==> src/rtl/debounce_multi.sv <==
// Multi-channel push-button conditioner: synchroniser, stable-time
// qualifier, and registered press/release/long-press pulses per channel.
module debounce_multi #(
    parameter int N_CH        = 4,
    parameter int SYNC_STAGES = 2,
    parameter int CNT_W       = 16,
    parameter int STABLE_CNT  = 20000,
    parameter int LONG_CNT    = 50000
) (
    input  logic            clk,
    input  logic            rst_n,
    input  logic [N_CH-1:0] btn,
    output logic [N_CH-1:0] btn_clean,
    output logic [N_CH-1:0] press_pulse,
    output logic [N_CH-1:0] release_pulse,
    output logic [N_CH-1:0] long_pulse
);

    localparam logic [CNT_W-1:0] STABLE_LAST = CNT_W'(STABLE_CNT - 1);
    localparam logic [CNT_W-1:0] LONG_LAST   = CNT_W'(LONG_CNT - 1);
    localparam logic [CNT_W-1:0] LONG_MAX    = CNT_W'(LONG_CNT);

    for (genvar i = 0; i < N_CH; i++) begin : g_ch
        logic [SYNC_STAGES-1:0] sync_q;
        logic                   sync;
        logic [CNT_W-1:0]       cnt;
        logic [CNT_W-1:0]       hold;
        logic                   clean;
        logic                   press;
        logic                   rel;
        logic                   lng;

        assign sync = sync_q[SYNC_STAGES-1];

        always_ff @(posedge clk or negedge rst_n) begin
            if (!rst_n) begin
                sync_q <= '0;
            end else begin
                sync_q <= {sync_q[SYNC_STAGES-2:0], btn[i]};
            end
        end

        // Any cycle of agreement restarts qualification from zero.
        always_ff @(posedge clk or negedge rst_n) begin
            if (!rst_n) begin
                cnt   <= '0;
                clean <= 1'b0;
                press <= 1'b0;
                rel   <= 1'b0;
            end else begin
                press <= 1'b0;
                rel   <= 1'b0;
                if (sync == clean) begin
                    cnt <= '0;
                end else if (cnt == STABLE_LAST) begin
                    cnt   <= '0;
                    clean <= sync;
                    press <= sync;
                    rel   <= ~sync;
                end else begin
                    cnt <= cnt + 1'b1;
                end
            end
        end

        // hold saturates, so the pulse fires once per qualified press.
        always_ff @(posedge clk or negedge rst_n) begin
            if (!rst_n) begin
                hold <= '0;
                lng  <= 1'b0;
            end else if (!clean) begin
                hold <= '0;
                lng  <= 1'b0;
            end else begin
                lng <= (hold == LONG_LAST);
                if (hold != LONG_MAX) begin
                    hold <= hold + 1'b1;
                end
            end
        end

        assign btn_clean[i]     = clean;
        assign press_pulse[i]   = press;
        assign release_pulse[i] = rel;
        assign long_pulse[i]    = lng;
    end

endmodule

==> config.mk <==
export PLATFORM = sky130hd
export DESIGN_NAME = debounce_multi
export DESIGN_NICKNAME = d
export VERILOG_FILES = /design/src/rtl/debounce_multi.sv
export SDC_FILE = /design/constraint.sdc
export NUM_CORES = 1
export LEC_CHECK = 0
export ABC_CLOCK_PERIOD_IN_PS = 2300
export CAP_MARGIN = 25
export CELL_PAD_IN_SITES_DETAIL_PLACEMENT = 1
export CELL_PAD_IN_SITES_GLOBAL_PLACEMENT = 1
export CORE_ASPECT_RATIO = 0.75
export CORE_MARGIN = 2
export CORE_UTILIZATION = 30
export CTS_CLUSTER_DIAMETER = 200
export DETAILED_ROUTE_END_ITERATION = 12
export PLACE_DENSITY = 0.6
export REMOVE_ABC_BUFFERS = 1
export SYNTH_ARGS = -nofsm -noshare
export SYNTH_HDL_FRONTEND = slang
export SYNTH_SLANG_ARGS = --single-unit
==> constraint.sdc <==
create_clock -name clk -period 2.3 [get_ports clk]
set_input_delay 0.46 -clock clk [delete_from_list [all_inputs] [get_ports clk]]
set_output_delay 0.46 -clock clk [all_outputs]
set_load 0.1 [all_outputs]
[Word-level counts from Yosys, hierarchy flattened]
Index checks and enable logic that the tools add are counted.
Word-level totals
  register bits: 152
  word-level logic and storage cells: 104
  input port bits: 6
  output and inout port bits: 16
Cells by class
  add/sub/neg operators: 8
  bitwise gates (word level): 8
  mux-type cells: 36
  reductions and logical operators: 4
  equal/unequal tests: 20
Operators by type and width (count)
  $mux 16: 16
  $add 16x1->16 const B: 8
  $eq 16x15->1 const B: 4
  $eq 16x16->1 const B: 4
  $ne 16x16->1 const B: 4
  $mux 1: 20
  $ne 2x1->1 const B: 4
  $not 1->1: 8
  $reduce_and 2->1: 4
  $eq 1x1->1: 4

[Logic depth before layout (Yosys ltp)]
  word-level depth: 3
  mapped depth: 7
  gate-level depth less buffers: 6

[Least setup slack after synthesis]
OpenSTA, ideal clock, no wires.
  path kind: reg-to-reg
  start: register g_ch[3].cnt[7]
  end: register g_ch[3].clean
  clock period less this slack: 1.920 ns
  arrival time: 1.795 ns
  buffers on the path: 1
  data required time: 2.175 ns
  slack: 0.380 ns
  stages on the path, launching flop included: 5
  cell sequence: dfrtp_1 > buf_6 > or4_1 > or4_4 > mux2_4
Between the ends
  word-level cells in the longest chain between the ends: 2
RTL lines
  start, declared: line 26  | logic [CNT_W-1:0] cnt;
  start signal, assigned: line 61  | cnt <= cnt + 1'b1;
  $eq 16x15->1: line 55  | end else if (cnt == STABLE_LAST) begin
  $reduce_and 2->1 (no line)
  end signal, assigned: line 57  | clean <= sync;
  end, declared: line 28  | logic clean;
Every way passes these cells.
A chain may end at the register's enable or synchronous reset.

[Final worst setup path]
  start: register g_ch[0].cnt[8]
  end: register g_ch[0].cnt[2]
Between the ends
  word-level cells in the longest chain between the ends: 3
RTL lines
  start, declared: line 26
  start signal, assigned: line 61
  $eq 16x15->1: line 55
  $mux 16: line 55
  $mux 16: line 53  | if (sync == clean) begin
Every way passes these cells.

==> qor.csv <==
stage;metric;value;unit
run_status;status;completed;
clock_tree;cts_made_buffers;17;
die;io_pins;22;
clock_tree;cts_root_buf;clkbuf_16;
timing;relSlewSlack;0.573;
power_and_ir_drop;power.static_leakage;3.52;nW
logic_synthesis;synth.top_cell.area_share;0.511;
logic_synthesis;synth_top_cell_by_area;dfrtp_1;
logic_synthesis;synth_area;7450;um^2
worst_setup_path;cpPeakStageDelay;570;ps
logic_synthesis;netlist_instances;722;
clock_tree;clock_latency;440;ps
clock_tree;postCtsSetupBuffers;0;
logic_synthesis;synth-edff-count;0;
logic_synthesis;ys_ff_latch;152;
clock_tree;cts-resized-gates;0;
drt;wl_per_cell;14.8;um
worst_setup_path;crit_path_start_kind;flip-flop;
worst_setup_path;path_delay_family;simple AND/OR/NAND/NOR gates;
die;chipHeight;140;um
clock_tree;clk_path_buf_depth;2;
clock_tree;htree_levels;4;
global_route;track_usage;0.134;
placed_design;dpl_cell_area;7920;um^2
timing;fmax;0.489;GHz
worst_setup_path;r2r_end;g_ch[0].cnt[2];
global_route;antenna_found_initial;0;
clock_tree;clk_pin_slew;70;ps
flow_run;max-cap-violations;0;
worst_setup_path;crit_fanout;15;
placed_design;gp_congestion;0.761;
worst_setup_path;arrival;2340;ps
worst_setup_path;slowest_stage;or4_4;
logic_synthesis;yosysMostFrequentCell;dfrtp_1;
worst_setup_path;cp.required;2600;ps
drt;drt_pass1_iterations;4;
die;core_area;24200;um^2
placed_design;io_buffer_count;21;
timing;layout_setup_ws;256;ps
timing;fin_skew;13.3;ps
placed_design;dp_hpwl;11000;um
timing;finalSetupTns;0;ps
worst_setup_path;ff2ff_path_depth;4;
timing;fin_crit;2040;ps
clock_tree;cts_tree;built;
power_and_ir_drop;p_per_area;651;nW/um^2
drt;antenna_left;0;
power_and_ir_drop;vdd_ir_drop_max;0.000515;V
final_layout;antenna_cells;0;
final_layout;stdcell_area;8480;um^2
worst_setup_path;r2r_start;g_ch[0].cnt[8];
timing;drv_slew;0;
logic_synthesis;ys.flop_type;dfrtp_1;
logic_synthesis;synth_cell_types;48;
worst_setup_path;critical_path_class;reg2reg;
final_layout;nets;752;
min_path;hp-class;in2async;
final_layout;area_delta_synth_final;13.9;%
timing;finalHoldViolations;0;
die;start_util;0.308;
final_layout;final_util;0.351;
logic_synthesis;seq_area_frac_synth;0.511;
timing;tightest_slew;640;ps
drt;drt_iter0_markers;165;
drt;viasPerCell;4.81;
clock_tree;ctsHoldBuffers;0;
global_route;grt_max_degree;64;
drt;drt_wl_total;15900;um
global_route;grt_pass1_wl;27900;um
worst_setup_path;critPathCaptureType;flip-flop;
placed_design;place_ws;274;ps
timing;period_share;0.889;
worst_setup_path;crit_buf_inv;0;
logic_synthesis;synth_common_cells;dfrtp_1 (152), nor2_1 (93), xnor2_1 (57), nand3_1 (49), xor2_1 (47);
timing;rsz0062_at_grt;false;
logic_synthesis;synth_area_leaders;dfrtp_1 (51%), xnor2_1 (6.7%), xor2_1 (5.5%);
clock_tree;clock_sinks;152;
global_route;gr-total-overflow;0;
drt;drc;0;
timing;finalSetupViolations;0;
worst_setup_path;path_cells;or4_1 -> or4_4 -> nand2b_2 -> nor2_1;
logic_synthesis;ys.warnings.count;0;
drt;vias;5182;
final_layout;drive_above_1_share;0.0925;
die;fp.dieW;186;um
global_route;grt_pass1_vias;5562;
die;dieArea;26100;um^2
worst_setup_path;reg2reg_slack;260;ps
die;std_cell_rows;49;
logic_synthesis;syn_avg_cell_area;10.3;um^2
logic_synthesis;async_flop_share;1.00;
[report_power, final]
group | internal [mW] | switching [mW] | leakage [nW]
sequential | 2.70 | 0.0252 | 2.10
clock | 1.49 | 1.18 | 0.265
combinational | 0.0418 | 0.0906 | 1.16
total | 4.23 | 1.29 | 3.52
[cells by family after synthesis]
logic type / synth area share
AO/OA/AOI/OAI: 0.0151
XOR/XNOR: 0.122
adder cells (fa/ha/maj): 0.0202
buffers and inverters: 0.0413
flip-flops: 0.511
multiplexers: 0.0146
AND/OR/NAND/NOR: 0.276
[worst max path at each step]
stage | startpoint | to | slack (ps) | cells after the start
after floorplan | g_ch[2].clean | g_ch[2].cnt[10] | 340 | 3
after global placement | g_ch[3].cnt[8] | g_ch[3].clean | 330 | 3
after detailed placement | g_ch[0].cnt[6] | g_ch[0].cnt[3] | 270 | 4
after CTS | g_ch[0].cnt[6] | g_ch[0].cnt[2] | 230 | 4
after global routing | g_ch[2].cnt[0] | g_ch[2].cnt[8] | 100 | 5
final | g_ch[0].cnt[8] | g_ch[0].cnt[2] | 260 | 4
[final cells by class]
| type | instances | area (um^2) |
|---|---|---|
| clock buffers | 17 | 425 |
| clock inverters | 14 | 129 |
| fillers | 2736 | 15700 |
| inverters | 22 | 82.6 |
| multi-input cells | 511 | 3330 |
| flip-flops and latches | 152 | 3800 |
| well taps | 331 | 414 |
| repair buffers | 30 | 289 |
[routing by layer]
| metal | vias up | wire length, um | GRT usage |
|---|---|---|---|
| met3 | 13 | 407 | 0.0335 |
| met1 | 2636 | 7910 | 0.182 |
| met4 | 0 | 166 | 0.0398 |
| met2 | 32 | 7450 | 0.210 |
| li1 | 2501 | - | - |
| met5 | - | 0 | 0 |
[cells in the final DEF (no fill, tap or decap), types with 22 or more instances in the layout]
| master | synthesis | routed |
|---|---|---|
| and2_1 | 24 | 24 |
| dfrtp_1 | 152 | 152 |
| inv_1 | 22 | 22 |
| nand2_1 | 41 | 41 |
| nand3_1 | 49 | 49 |
| nand4_1 | 37 | 37 |
| nor2_1 | 93 | 93 |
| nor4_1 | 22 | 22 |
| xnor2_1 | 57 | 57 |
| xor2_1 | 47 | 47 |
[stage by stage]
| stage | std cells | power [mW] | hold slack (ps) |
|---|---|---|---|
| after floorplan | 685 | 2.81 | 164 |
| after global placement | 1046 | 2.90 | 337 |
| after detailed placement | 1046 | 2.91 | 339 |
| after CTS | 1077 | 5.62 | 30.6 |
| after global routing | 1077 | 5.77 | 44.7 |
| final | 1077 | 5.52 | 5.84 |
[flip-flops by register name, indices dropped and copies added, names as in the netlist]
name / cells
g_ch.cnt: 64
g_ch.hold: 64
g_ch.sync_q: 8
g_ch.clean: 4
g_ch.lng: 4
g_ch.press: 4
g_ch.rel: 4
Note: power is estimated with default switching activity, not from simulation.
